## src/rtl/complex_fu_sched_pkg.sv

```systemverilog
// Shared definitions for the complex execution unit scheduler: widths, opcodes,
// op-class and FSM enums, the short-pipe stage record and opcode-class decode.
package complex_fu_sched_pkg;

  localparam int SIZE_DATA         = 32;
  localparam int SIZE_OPCODE_I     = 8;
  localparam int SIZE_PHYSICAL_LOG = 7;
  localparam int EXECUTION_FLAGS   = 6;
  localparam int SIZE_IMMEDIATE    = 16;

  localparam logic [SIZE_OPCODE_I-1:0] OPC_SYSCALL = 8'h01;
  localparam logic [SIZE_OPCODE_I-1:0] OPC_MULT_L  = 8'h10;
  localparam logic [SIZE_OPCODE_I-1:0] OPC_MULT_H  = 8'h11;
  localparam logic [SIZE_OPCODE_I-1:0] OPC_MULTU_L = 8'h12;
  localparam logic [SIZE_OPCODE_I-1:0] OPC_MULTU_H = 8'h13;
  localparam logic [SIZE_OPCODE_I-1:0] OPC_DIV_L   = 8'h14;
  localparam logic [SIZE_OPCODE_I-1:0] OPC_DIV_H   = 8'h15;
  localparam logic [SIZE_OPCODE_I-1:0] OPC_DIVU_L  = 8'h16;
  localparam logic [SIZE_OPCODE_I-1:0] OPC_DIVU_H  = 8'h17;

  typedef enum logic {OP_SHORT, OP_DIV} op_class_e;
  typedef enum logic {IDLE, DIV_BUSY} sched_state_e;

  typedef struct packed {
    logic                         valid;
    logic [2*SIZE_DATA-1:0]       result;
    logic [EXECUTION_FLAGS-1:0]   flags;
    logic [SIZE_PHYSICAL_LOG-1:0] tag;
  } pipe_stage_t;

  // Anything not a divide (SYSCALL and unknown opcodes included) uses the short pipe.
  function automatic op_class_e op_class(input logic [SIZE_OPCODE_I-1:0] opc);
    case (opc)
      OPC_DIV_L, OPC_DIV_H, OPC_DIVU_L, OPC_DIVU_H: op_class = OP_DIV;
      default:                                      op_class = OP_SHORT;
    endcase
  endfunction

  function automatic logic is_divu(input logic [SIZE_OPCODE_I-1:0] opc);
    is_divu = (opc == OPC_DIVU_L) || (opc == OPC_DIVU_H);
  endfunction

endpackage

```

## src/rtl/complex_fu_sched_if.sv

```systemverilog
// Issue request, complex-ALU drive/return and writeback bundle of the complex unit.
interface complex_fu_sched_if;
  import complex_fu_sched_pkg::*;

  logic                         req_valid_i;
  logic                         req_ready_o;
  logic [SIZE_OPCODE_I-1:0]     req_opcode_i;
  logic [SIZE_DATA-1:0]         req_data1_i;
  logic [SIZE_DATA-1:0]         req_data2_i;
  logic [SIZE_IMMEDIATE-1:0]    req_immd_i;
  logic [SIZE_PHYSICAL_LOG-1:0] req_tag_i;

  logic [SIZE_DATA-1:0]         alu_data1_o;
  logic [SIZE_DATA-1:0]         alu_data2_o;
  logic [SIZE_IMMEDIATE-1:0]    alu_immd_o;
  logic [SIZE_OPCODE_I-1:0]     alu_opcode_o;
  logic [2*SIZE_DATA-1:0]       alu_result_i;
  logic [EXECUTION_FLAGS-1:0]   alu_flags_i;

  logic                         wb_valid_o;
  logic [2*SIZE_DATA-1:0]       wb_result_o;
  logic [EXECUTION_FLAGS-1:0]   wb_flags_o;
  logic [SIZE_PHYSICAL_LOG-1:0] wb_tag_o;

  modport slave (
    input  req_valid_i, req_opcode_i, req_data1_i, req_data2_i, req_immd_i, req_tag_i,
    input  alu_result_i, alu_flags_i,
    output req_ready_o, alu_data1_o, alu_data2_o, alu_immd_o, alu_opcode_o,
    output wb_valid_o, wb_result_o, wb_flags_o, wb_tag_o
  );

  modport master (
    output req_valid_i, req_opcode_i, req_data1_i, req_data2_i, req_immd_i, req_tag_i,
    output alu_result_i, alu_flags_i,
    input  req_ready_o, alu_data1_o, alu_data2_o, alu_immd_o, alu_opcode_o,
    input  wb_valid_o, wb_result_o, wb_flags_o, wb_tag_o
  );

endinterface

```

## src/rtl/complex_fu_sched_pipe.sv

```systemverilog
// complex_fu_pipe: STAGES-deep valid/data shift register for short-latency ops,
// with synchronous clear of the valids (flush) and full reset.
module complex_fu_pipe
  import complex_fu_sched_pkg::*;
#(
  parameter int STAGES = 3
) (
  input  logic        clk,
  input  logic        rst,
  input  logic        clr,
  input  pipe_stage_t in_p0,
  output pipe_stage_t out_pn
);

  pipe_stage_t stg [STAGES];

  // Data advances only behind a valid so the last stage keeps its last result.
  always_ff @(posedge clk) begin
    if (rst) begin
      for (int i = 0; i < STAGES; i++) stg[i] <= '0;
    end else begin
      stg[0].valid <= in_p0.valid & ~clr;
      if (in_p0.valid) begin
        stg[0].result <= in_p0.result;
        stg[0].flags  <= in_p0.flags;
        stg[0].tag    <= in_p0.tag;
      end
      for (int i = 1; i < STAGES; i++) begin
        stg[i].valid <= stg[i-1].valid & ~clr;
        if (stg[i-1].valid) begin
          stg[i].result <= stg[i-1].result;
          stg[i].flags  <= stg[i-1].flags;
          stg[i].tag    <= stg[i-1].tag;
        end
      end
    end
  end

  assign out_pn = stg[STAGES-1];

endmodule

```

## src/rtl/complex_fu_sched.sv

```systemverilog
// Complex execution unit scheduler: pipelined MULT/SYSCALL path, blocking DIV path,
// in-order writeback and flush. Optional macro COMPLEX_DIV_EARLY_OUT_EN.
module complex_fu_sched
  import complex_fu_sched_pkg::*;
#(
  parameter int DATA_W  = SIZE_DATA,
  parameter int OPC_W   = SIZE_OPCODE_I,
  parameter int TAG_W   = SIZE_PHYSICAL_LOG,
  parameter int FLAG_W  = EXECUTION_FLAGS,
  parameter int MUL_LAT = 3,
  parameter int DIV_LAT = 16
) (
  input  logic               clk,
  input  logic               reset,
  input  logic               recoverFlag_i,
  complex_fu_sched_if.slave  bus
);

  localparam int CNT_W = $clog2(DIV_LAT);

  if (MUL_LAT < 1 || DIV_LAT <= MUL_LAT) begin : g_lat_chk
    $error("complex_fu_sched: need MUL_LAT >= 1 and DIV_LAT > MUL_LAT");
  end
  if (DATA_W != SIZE_DATA || OPC_W != SIZE_OPCODE_I || TAG_W != SIZE_PHYSICAL_LOG ||
      FLAG_W != EXECUTION_FLAGS) begin : g_width_chk
    $error("complex_fu_sched: widths must match complex_fu_sched_pkg");
  end

  sched_state_e         state_q, state_d;
  logic [CNT_W-1:0]     cnt_q, cnt_d;
  logic                 div_done_q, div_done_d;
  logic [2*DATA_W-1:0]  div_result_q;
  logic [FLAG_W-1:0]    div_flags_q;
  logic [TAG_W-1:0]     div_tag_q;
  logic                 is_div;
  logic                 accept;
  pipe_stage_t          sh_in_p0, sh_out;

  assign bus.alu_data1_o  = bus.req_data1_i;
  assign bus.alu_data2_o  = bus.req_data2_i;
  assign bus.alu_immd_o   = bus.req_immd_i;
  assign bus.alu_opcode_o = bus.req_opcode_i;

  always_comb begin
    is_div = (op_class(bus.req_opcode_i) == OP_DIV);
`ifdef COMPLEX_DIV_EARLY_OUT_EN
    if (bus.req_data2_i == '0 ||
        (is_divu(bus.req_opcode_i) && bus.req_data1_i < bus.req_data2_i))
      is_div = 1'b0;
`endif
  end

  assign bus.req_ready_o = (state_q == IDLE) & ~recoverFlag_i & ~reset;
  assign accept          = bus.req_valid_i & bus.req_ready_o;

  // Stage p0 input: ALU result sampled in the accept cycle
  always_comb begin
    sh_in_p0.valid  = accept & ~is_div;
    sh_in_p0.result = bus.alu_result_i;
    sh_in_p0.flags  = bus.alu_flags_i;
    sh_in_p0.tag    = bus.req_tag_i;
  end

  complex_fu_pipe #(.STAGES(MUL_LAT)) u_pipe (
    .clk    (clk),
    .rst    (reset),
    .clr    (recoverFlag_i),
    .in_p0  (sh_in_p0),
    .out_pn (sh_out)
  );

  // Divider occupancy: done is raised on the last busy cycle so it lands at t+DIV_LAT.
  always_comb begin
    state_d    = state_q;
    cnt_d      = cnt_q;
    div_done_d = 1'b0;
    case (state_q)
      IDLE: begin
        if (accept && is_div) begin
          state_d = DIV_BUSY;
          cnt_d   = CNT_W'(DIV_LAT - 1);
        end
      end
      DIV_BUSY: begin
        cnt_d = cnt_q - CNT_W'(1);
        if (cnt_q == CNT_W'(1)) begin
          state_d    = IDLE;
          div_done_d = 1'b1;
          cnt_d      = '0;
        end
      end
      default: state_d = IDLE;
    endcase
    if (recoverFlag_i) begin
      state_d    = IDLE;
      cnt_d      = '0;
      div_done_d = 1'b0;
    end
  end

  always_ff @(posedge clk) begin
    if (reset) begin
      state_q    <= IDLE;
      cnt_q      <= '0;
      div_done_q <= 1'b0;
    end else begin
      state_q    <= state_d;
      cnt_q      <= cnt_d;
      div_done_q <= div_done_d;
    end
  end

  always_ff @(posedge clk) begin
    if (reset) begin
      div_result_q <= '0;
      div_flags_q  <= '0;
      div_tag_q    <= '0;
    end else if (accept && is_div) begin
      div_result_q <= bus.alu_result_i;
      div_flags_q  <= bus.alu_flags_i;
      div_tag_q    <= bus.req_tag_i;
    end
  end

  // Writeback: div completion and short completion never coincide.
  assign bus.wb_valid_o  = (div_done_q | sh_out.valid) & ~recoverFlag_i & ~reset;
  assign bus.wb_result_o = div_done_q ? div_result_q : sh_out.result;
  assign bus.wb_flags_o  = div_done_q ? div_flags_q  : sh_out.flags;
  assign bus.wb_tag_o    = div_done_q ? div_tag_q    : sh_out.tag;

endmodule

```

## src/flat_wrapper.sv

```systemverilog
// flat-port wrapper written by rule: the top's interface ports become plain ports
module complex_fu_sched_flat import complex_fu_sched_pkg::*;
#(
  parameter int DATA_W  = SIZE_DATA,
  parameter int OPC_W   = SIZE_OPCODE_I,
  parameter int TAG_W   = SIZE_PHYSICAL_LOG,
  parameter int FLAG_W  = EXECUTION_FLAGS,
  parameter int MUL_LAT = 3,
  parameter int DIV_LAT = 16
)
  (clk, reset, recoverFlag_i, bus_req_valid_i, bus_req_opcode_i, bus_req_data1_i, bus_req_data2_i, bus_req_immd_i, bus_req_tag_i, bus_alu_result_i, bus_alu_flags_i, bus_req_ready_o, bus_alu_data1_o, bus_alu_data2_o, bus_alu_immd_o, bus_alu_opcode_o, bus_wb_valid_o, bus_wb_result_o, bus_wb_flags_o, bus_wb_tag_o);
  complex_fu_sched_if bus_i ();
  input  logic clk;
  input  logic reset;
  input  logic recoverFlag_i;
  input wire logic [$bits(bus_i.req_valid_i)-1:0] bus_req_valid_i;
  input wire logic [$bits(bus_i.req_opcode_i)-1:0] bus_req_opcode_i;
  input wire logic [$bits(bus_i.req_data1_i)-1:0] bus_req_data1_i;
  input wire logic [$bits(bus_i.req_data2_i)-1:0] bus_req_data2_i;
  input wire logic [$bits(bus_i.req_immd_i)-1:0] bus_req_immd_i;
  input wire logic [$bits(bus_i.req_tag_i)-1:0] bus_req_tag_i;
  input wire logic [$bits(bus_i.alu_result_i)-1:0] bus_alu_result_i;
  input wire logic [$bits(bus_i.alu_flags_i)-1:0] bus_alu_flags_i;
  output wire logic [$bits(bus_i.req_ready_o)-1:0] bus_req_ready_o;
  output wire logic [$bits(bus_i.alu_data1_o)-1:0] bus_alu_data1_o;
  output wire logic [$bits(bus_i.alu_data2_o)-1:0] bus_alu_data2_o;
  output wire logic [$bits(bus_i.alu_immd_o)-1:0] bus_alu_immd_o;
  output wire logic [$bits(bus_i.alu_opcode_o)-1:0] bus_alu_opcode_o;
  output wire logic [$bits(bus_i.wb_valid_o)-1:0] bus_wb_valid_o;
  output wire logic [$bits(bus_i.wb_result_o)-1:0] bus_wb_result_o;
  output wire logic [$bits(bus_i.wb_flags_o)-1:0] bus_wb_flags_o;
  output wire logic [$bits(bus_i.wb_tag_o)-1:0] bus_wb_tag_o;
  assign bus_i.req_valid_i = bus_req_valid_i;
  assign bus_i.req_opcode_i = bus_req_opcode_i;
  assign bus_i.req_data1_i = bus_req_data1_i;
  assign bus_i.req_data2_i = bus_req_data2_i;
  assign bus_i.req_immd_i = bus_req_immd_i;
  assign bus_i.req_tag_i = bus_req_tag_i;
  assign bus_i.alu_result_i = bus_alu_result_i;
  assign bus_i.alu_flags_i = bus_alu_flags_i;
  assign bus_req_ready_o = bus_i.req_ready_o;
  assign bus_alu_data1_o = bus_i.alu_data1_o;
  assign bus_alu_data2_o = bus_i.alu_data2_o;
  assign bus_alu_immd_o = bus_i.alu_immd_o;
  assign bus_alu_opcode_o = bus_i.alu_opcode_o;
  assign bus_wb_valid_o = bus_i.wb_valid_o;
  assign bus_wb_result_o = bus_i.wb_result_o;
  assign bus_wb_flags_o = bus_i.wb_flags_o;
  assign bus_wb_tag_o = bus_i.wb_tag_o;
  complex_fu_sched #(.DATA_W(DATA_W), .OPC_W(OPC_W), .TAG_W(TAG_W), .FLAG_W(FLAG_W), .MUL_LAT(MUL_LAT), .DIV_LAT(DIV_LAT)) u_core (.clk(clk), .reset(reset), .recoverFlag_i(recoverFlag_i), .bus(bus_i));
endmodule
```

## config.mk

```make
export PLATFORM = sky130hd
export DESIGN_NAME = complex_fu_sched_flat
export DESIGN_NICKNAME = d
export VERILOG_FILES = /design/src/rtl/complex_fu_sched_pkg.sv /design/src/rtl/complex_fu_sched_if.sv /design/src/rtl/complex_fu_sched_pipe.sv /design/src/rtl/complex_fu_sched.sv /design/src/flat_wrapper.sv
export SDC_FILE = /design/constraint.sdc
export NUM_CORES = 1
export LEC_CHECK = 0
export ABC_AREA = 1
export CAP_MARGIN = 10
export CORE_MARGIN = 3
export CORE_UTILIZATION = 50
export CTS_CLUSTER_DIAMETER = 150
export DETAILED_ROUTE_END_ITERATION = 7
export PLACE_DENSITY_LB_ADDON = 0.05
export SLEW_MARGIN = 25
export SYNTH_ARGS = -nofsm -noshare
export SYNTH_HDL_FRONTEND = slang
export SYNTH_SLANG_ARGS = --single-unit
```

## constraint.sdc

```tcl
create_clock -name clk -period 9.8 [get_ports clk]
set_input_delay 1.96 -clock clk [delete_from_list [all_inputs] [get_ports clk]]
set_output_delay 1.96 -clock clk [all_outputs]
set_load 0.005 [all_outputs]
```

### Word level (Yosys, flattened, before mapping)

Memory sizes are Yosys's and may differ from the RTL's.
Cells that the tools add are included.
Widths: inputs -> output; s select.

| operators by class | value |
|---|---|
| add/subtract/negate cells | 1 |
| eq/ne operators | 6 |
| muxes and demuxes | 35 |
| bitwise operators | 26 |
| reduce and logical (&&, ||, !) cells | 4 |

Operators with widths:

| operator | count |
|---|---|
| $mux 64 | 4 |
| $eq 8x5->1 const B | 4 |
| $mux 7 | 4 |
| $mux 6 | 4 |
| $mux 1 | 19 |
| $or 1x1->1 | 13 |
| $and 1x1->1 | 9 |
| $mux 4 | 2 |
| $pmux 4 s2 | 1 |
| $eq 4x1->1 const B | 1 |
| $not 1->1 | 4 |
| $reduce_or 4->1 | 1 |
| $sub 4x1->4 const B | 1 |
| $reduce_or 3->1 | 1 |
| $ne 2x2->1 const B | 1 |
| $pmux 1 s2 | 1 |
| $reduce_or 2->1 | 1 |
| $logic_and 1x1->1 | 1 |

| word-level totals | value |
|---|---|
| flip-flop bits (word level) | 83 |
| RAM bits | 234 |
| output and inout bits | 167 |
| word-level logic and storage cells | 79 |
| memories | 1 |

Memory list:

| memory | depth | bits a word | read ports | clocked after Yosys merged registers in | write ports | line | text |
|---|---|---|---|---|---|---|---|
| u_core.u_pipe.stg | 3 | 78 | 3 | 0 | 3 | complex_fu_sched_pipe.sv:15 | `pipe_stage_t stg [STAGES];` |

### Depth between registers and ports, before layout

| logic depth | value |
|---|---|
| depth in word-level cells | 9 |
| gate-level depth with buffers | 10 |
| mapped depth without buffers | 8 |

### Cells and area by module

From an unflattened synthesis, not the netlist that was laid out.

| unflattened totals | value |
|---|---|
| cells, all modules | 1549 |
| area total of the unflattened synthesis | 14116.0 µm² |

Modules (own cells, without submodules):

| module | instances | cells an instance | area an instance (µm²) | seq. area each (µm²) |
|---|---|---|---|---|
| complex_fu_pipe | 1 | 732 | 8948.6 | 7026.7 |
| complex_fu_sched | 1 | 817 | 5167.5 | 1661.6 |

### Worst setup path after synthesis

Ideal clock, no wire load.

| timing path | value |
|---|---|
| path kind | input-to-reg |
| start point | input port recoverFlag_i |
| end point | memory u_core.u_pipe.stg[0][0] (netlist bit) (enable) |
| library setup time | 0.619 ns |
| arrival | 7.717 ns |
| required time | 9.181 ns |
| path slack | 1.464 ns |
| stages on the path | 5 |
| buffers on the path | 0 |
| cells stage by stage | nor2_4 > nand2_2 > nor2_4 > inv_1 > o21ai_0 |

RTL lines:

| element | line | text |
|---|---|---|
| start, declared | flat_wrapper.sv:15 | `input logic recoverFlag_i;` |
| end, declared | complex_fu_sched_pipe.sv:15 |  |

### Worst setup path after layout

| timing path | value |
|---|---|
| start point | input port recoverFlag_i |
| end point | output port bus_wb_valid_o |

| on the way | value |
|---|---|
| word-level cells in the longest chain between the ends | 3 |

RTL lines:

| element | line | text |
|---|---|---|
| $not 1->1 | complex_fu_sched.sv:126 | `assign bus.wb_valid_o = (div_done_q \| sh_out.valid) & ~recoverFlag_i & ~reset;` |
| $and 1x1->1 (2 in series) | complex_fu_sched.sv:126 |  |
| end, declared | flat_wrapper.sv:29 | `output wire logic [$bits(bus_i.wb_valid_o)-1:0] bus_wb_valid_o;` |

No other way between the ends.

==> results.md <==
- Post-layout util: 60.3%
- First-pass detailed-route iteration total: 4
- Crit end category: output pin
- Share of layout cells above drive strength 1: 4.59%
- Hold crit path type: flip-flop to flip-flop
- WP buf/inv: 3
- Synth unique cells: 24
- Worst slew margin: 33.9%
- Initial DRC Count: 567
- Htree depth: 2
- Initial antenna violation count: 4
- Flops & latches, synth: 317
- CTS tree: done
- Post-CTS Setup Inserts: 0
- Core Footprint: 0.0264 mm2
- Status: finished clean
- I/O Pins: 336
- Critical Path RT: 7.84 ns
- Vias: 8948
- Drt total wl: 29800 um
- Initial Util: 51.4%
- Worst Tran Pin Value: 0.992 ns
- Yosys Warn Count: 0
- Vias in the first global route: 8632
- Final setup fails: 0
- Non-filler cells, final: 1883
- Setup TNS: 0 ns
- # resized after CTS: 0
- First-pass GRT wire length: 45900 um
- Worst-path clk slew: 0.05 ns
- Cts bufs inserted: 35
- Final ANT Viol Nets: 0
- Pwr Total: 2970 uW
- Cells after Synth: 1457
- CP startpoint kind: primary input
- Syn Std Cell Area: 0.0135 mm2
- Critical path cell sequence: clkdlybuf4s50_1 > nor2_4 > inv_1 > nor2_1 > clkdlybuf4s50_1
- Detailed placer's ending HPWL: 17200 um
- CTS Buffer Depth: 3
- Crit path max-delay family: buffers and inverters
- CP max stage delay: 0.53 ns
- Crit share post-route: 54.7%
- Worst-Skew Late Latency: 0.50 ns
- DRC: 0
- GRT Residual Overflow: 0
- Die area: 0.0291 mm2
- Clk_skew: 0.00799 ns
- Register area share after synthesis: 64.1%
- Post-CTS Hold Buffers: 0
- Via/cell ratio: 4.75
- DR WL/cell: 15.8 um
- Largest net degree at the start of global routing: 100
- Most used cell, CP: clkdlybuf4s50_1
- Tot GR Track Use: 20.2%
- RSZ-0062 raised after global routing: false
- Final hold vios: 0
- LEAKAGE: 0.00690 uW
- Die width: 171 um
- Port Buffers: 171
- CTS root buf: clkbuf_16
- Arrival time worst endpoint: 3.40 ns
- Sink Count: 317
- Pins over their slew limit: 0
- Power density cells: 187 mW/mm2
- Peak supply drop: 0.128 mV
- Critical path class: primary input to output pin
- Fmax achieved: 187 MHz
- Area grow syn2layout: 17.2%
- Std cell rows: 59
- Die H: 171 um
- Fin nets: 1692
- Final min period: 5.36 ns
- Slowest stage cell, crit path: clkdlybuf4s50_1
- Crit Path Max Fanout: 6
- MaxCap Viol Count: 0
- Placed insts: 1818
- GPL Wtd Cong: 0.732
- Synthesized area per cell: 9.30 um2
## state kept, by name, indices dropped and copies added (netlist names)
| register | cells |
|---|---|
| u_core.div_tag_q | 7 |
| u_core.div_done_q | 1 |
| u_core.cnt_q | 4 |
| u_core.div_result_q | 64 |
| u_core.div_flags_q | 6 |
| u_core.state_q | 1 |
| u_core.u_pipe.stg | 234 |
## final timing paths
check	startpoint	to	slack (ns)	depth (start not counted)
max reg2reg	u_core.state_q$_SDFF_PP0_	u_core.u_pipe.stg[0][70]$_SDFFCE_PN0P_	7.20	6
max	recoverFlag_i	bus_wb_valid_o	4.44	5
min reg2reg	u_core.div_result_q[19]$_SDFFE_PP0P_	u_core.div_result_q[19]$_SDFFE_PP0P_	0.48	2
min	u_core.div_result_q[19]$_SDFFE_PP0P_	u_core.div_result_q[19]$_SDFFE_PP0P_	0.48	2
## power by group
part | total (uW) | internal, uW | leakage, uW | switching, uW
Sequential | 1540 | 1520 | 0.00315 | 19.0
Combinational | 212 | 97.2 | 0.00323 | 115
Clock | 1220 | 713 | 0.000525 | 504
## through the flow
| stage | hold WS [ns] | setup WS [ns] | instance area, um2 |
|---|---|---|---|
| final | 0.479 | 4.44 | 15900 |
| after global routing | 0.497 | 4.38 | 15900 |
| after CTS | 0.484 | 4.40 | 15800 |
| after detailed placement | 0.471 | 4.40 | 14800 |
| after global placement | 0.461 | 4.40 | 14800 |
| after floorplan | 0.454 | 1.46 | 13600 |
## final cells by class
type | instances | area, um2
Inverter | 247 | 927
Tap cell | 335 | 419
Clock buffer | 50 | 1000
Fill cell | 2378 | 10500
Multi-Input combinational cell | 740 | 2980
Clock inverter | 13 | 61.3
Sequential cell | 317 | 8690
Antenna cell | 1 | 2.50
Timing Repair Buffer | 180 | 1800
## layer usage
metal / global-route usage [%] / wire length (um) / vias up
li1: - / - / 4479
met4: 8.32 / 1110 / 6
met1: 24.9 / 12300 / 4137
met5: 0 / 45 / -
met3: 4.14 / 1690 / 109
met2: 34.7 / 14600 / 217
## cell usage in the layout, fill, tap and decap left out, types with 3 or more instances in the layout
cell type	count
clkinv_1	5
nor2_1	392
clkbuf_1	10
buf_4	7
edfxtp_1	234
clkbuf_16	37
inv_2	3
conb_1	3
o21ai_1	33
clkdlybuf4s50_1	170
clkinv_2	7
o21ai_0	46
nand2_1	245
inv_1	244
dfxtp_1	82
nand2_4	4
nand3_1	4
clkbuf_8	3
## worst min-delay path: cells and delay by family, from the launching register on
family / cells / cell delay [ns]
AND/OR/NAND/NOR: 2 / 0.13
flip-flops: 1 / 0.32
## Yosys cell counts
cell / number / share of area [%]
buf_6: 9 / 0.75
buf_1: 3 / 0.083
nand3_1: 4 / 0.15
clkbuf_1: 35 / 0.97
dfxtp_1: 83 / 12
nand2_1: 248 / 6.9
conb_1: 1 / 0.028
a31oi_1: 1 / 0.046
nor2_4: 2 / 0.17
nand4_1: 1 / 0.046
ha_1: 2 / 0.18
o21ai_0: 47 / 1.7
inv_2: 2 / 0.055
nor2_1: 392 / 11
nand2_2: 2 / 0.092
edfxtp_1: 234 / 52
inv_1: 245 / 6.8
a21oi_1: 2 / 0.074
xnor2_1: 1 / 0.065
nor2_2: 1 / 0.046
nor3_1: 1 / 0.037
buf_2: 20 / 0.74
o21ai_1: 33 / 1.2
buf_4: 88 / 4.9
## kinds of logic (layout without fill, tap and decap cells)
kind of cell               Yosys count  after routing  synth area share, %
AOI/OAI and AO/OA                   83             83                 3.08
xor gates and xnor gates             1              1               0.0647
adders and majority gates            2              2                0.185
buffers and inverters              402            490                 14.3
DFF                                317            317                 64.1
other                                1              4               0.0277
and+or+nand+nor                    651            651                 18.3
(Power assumes the default switching activity.)
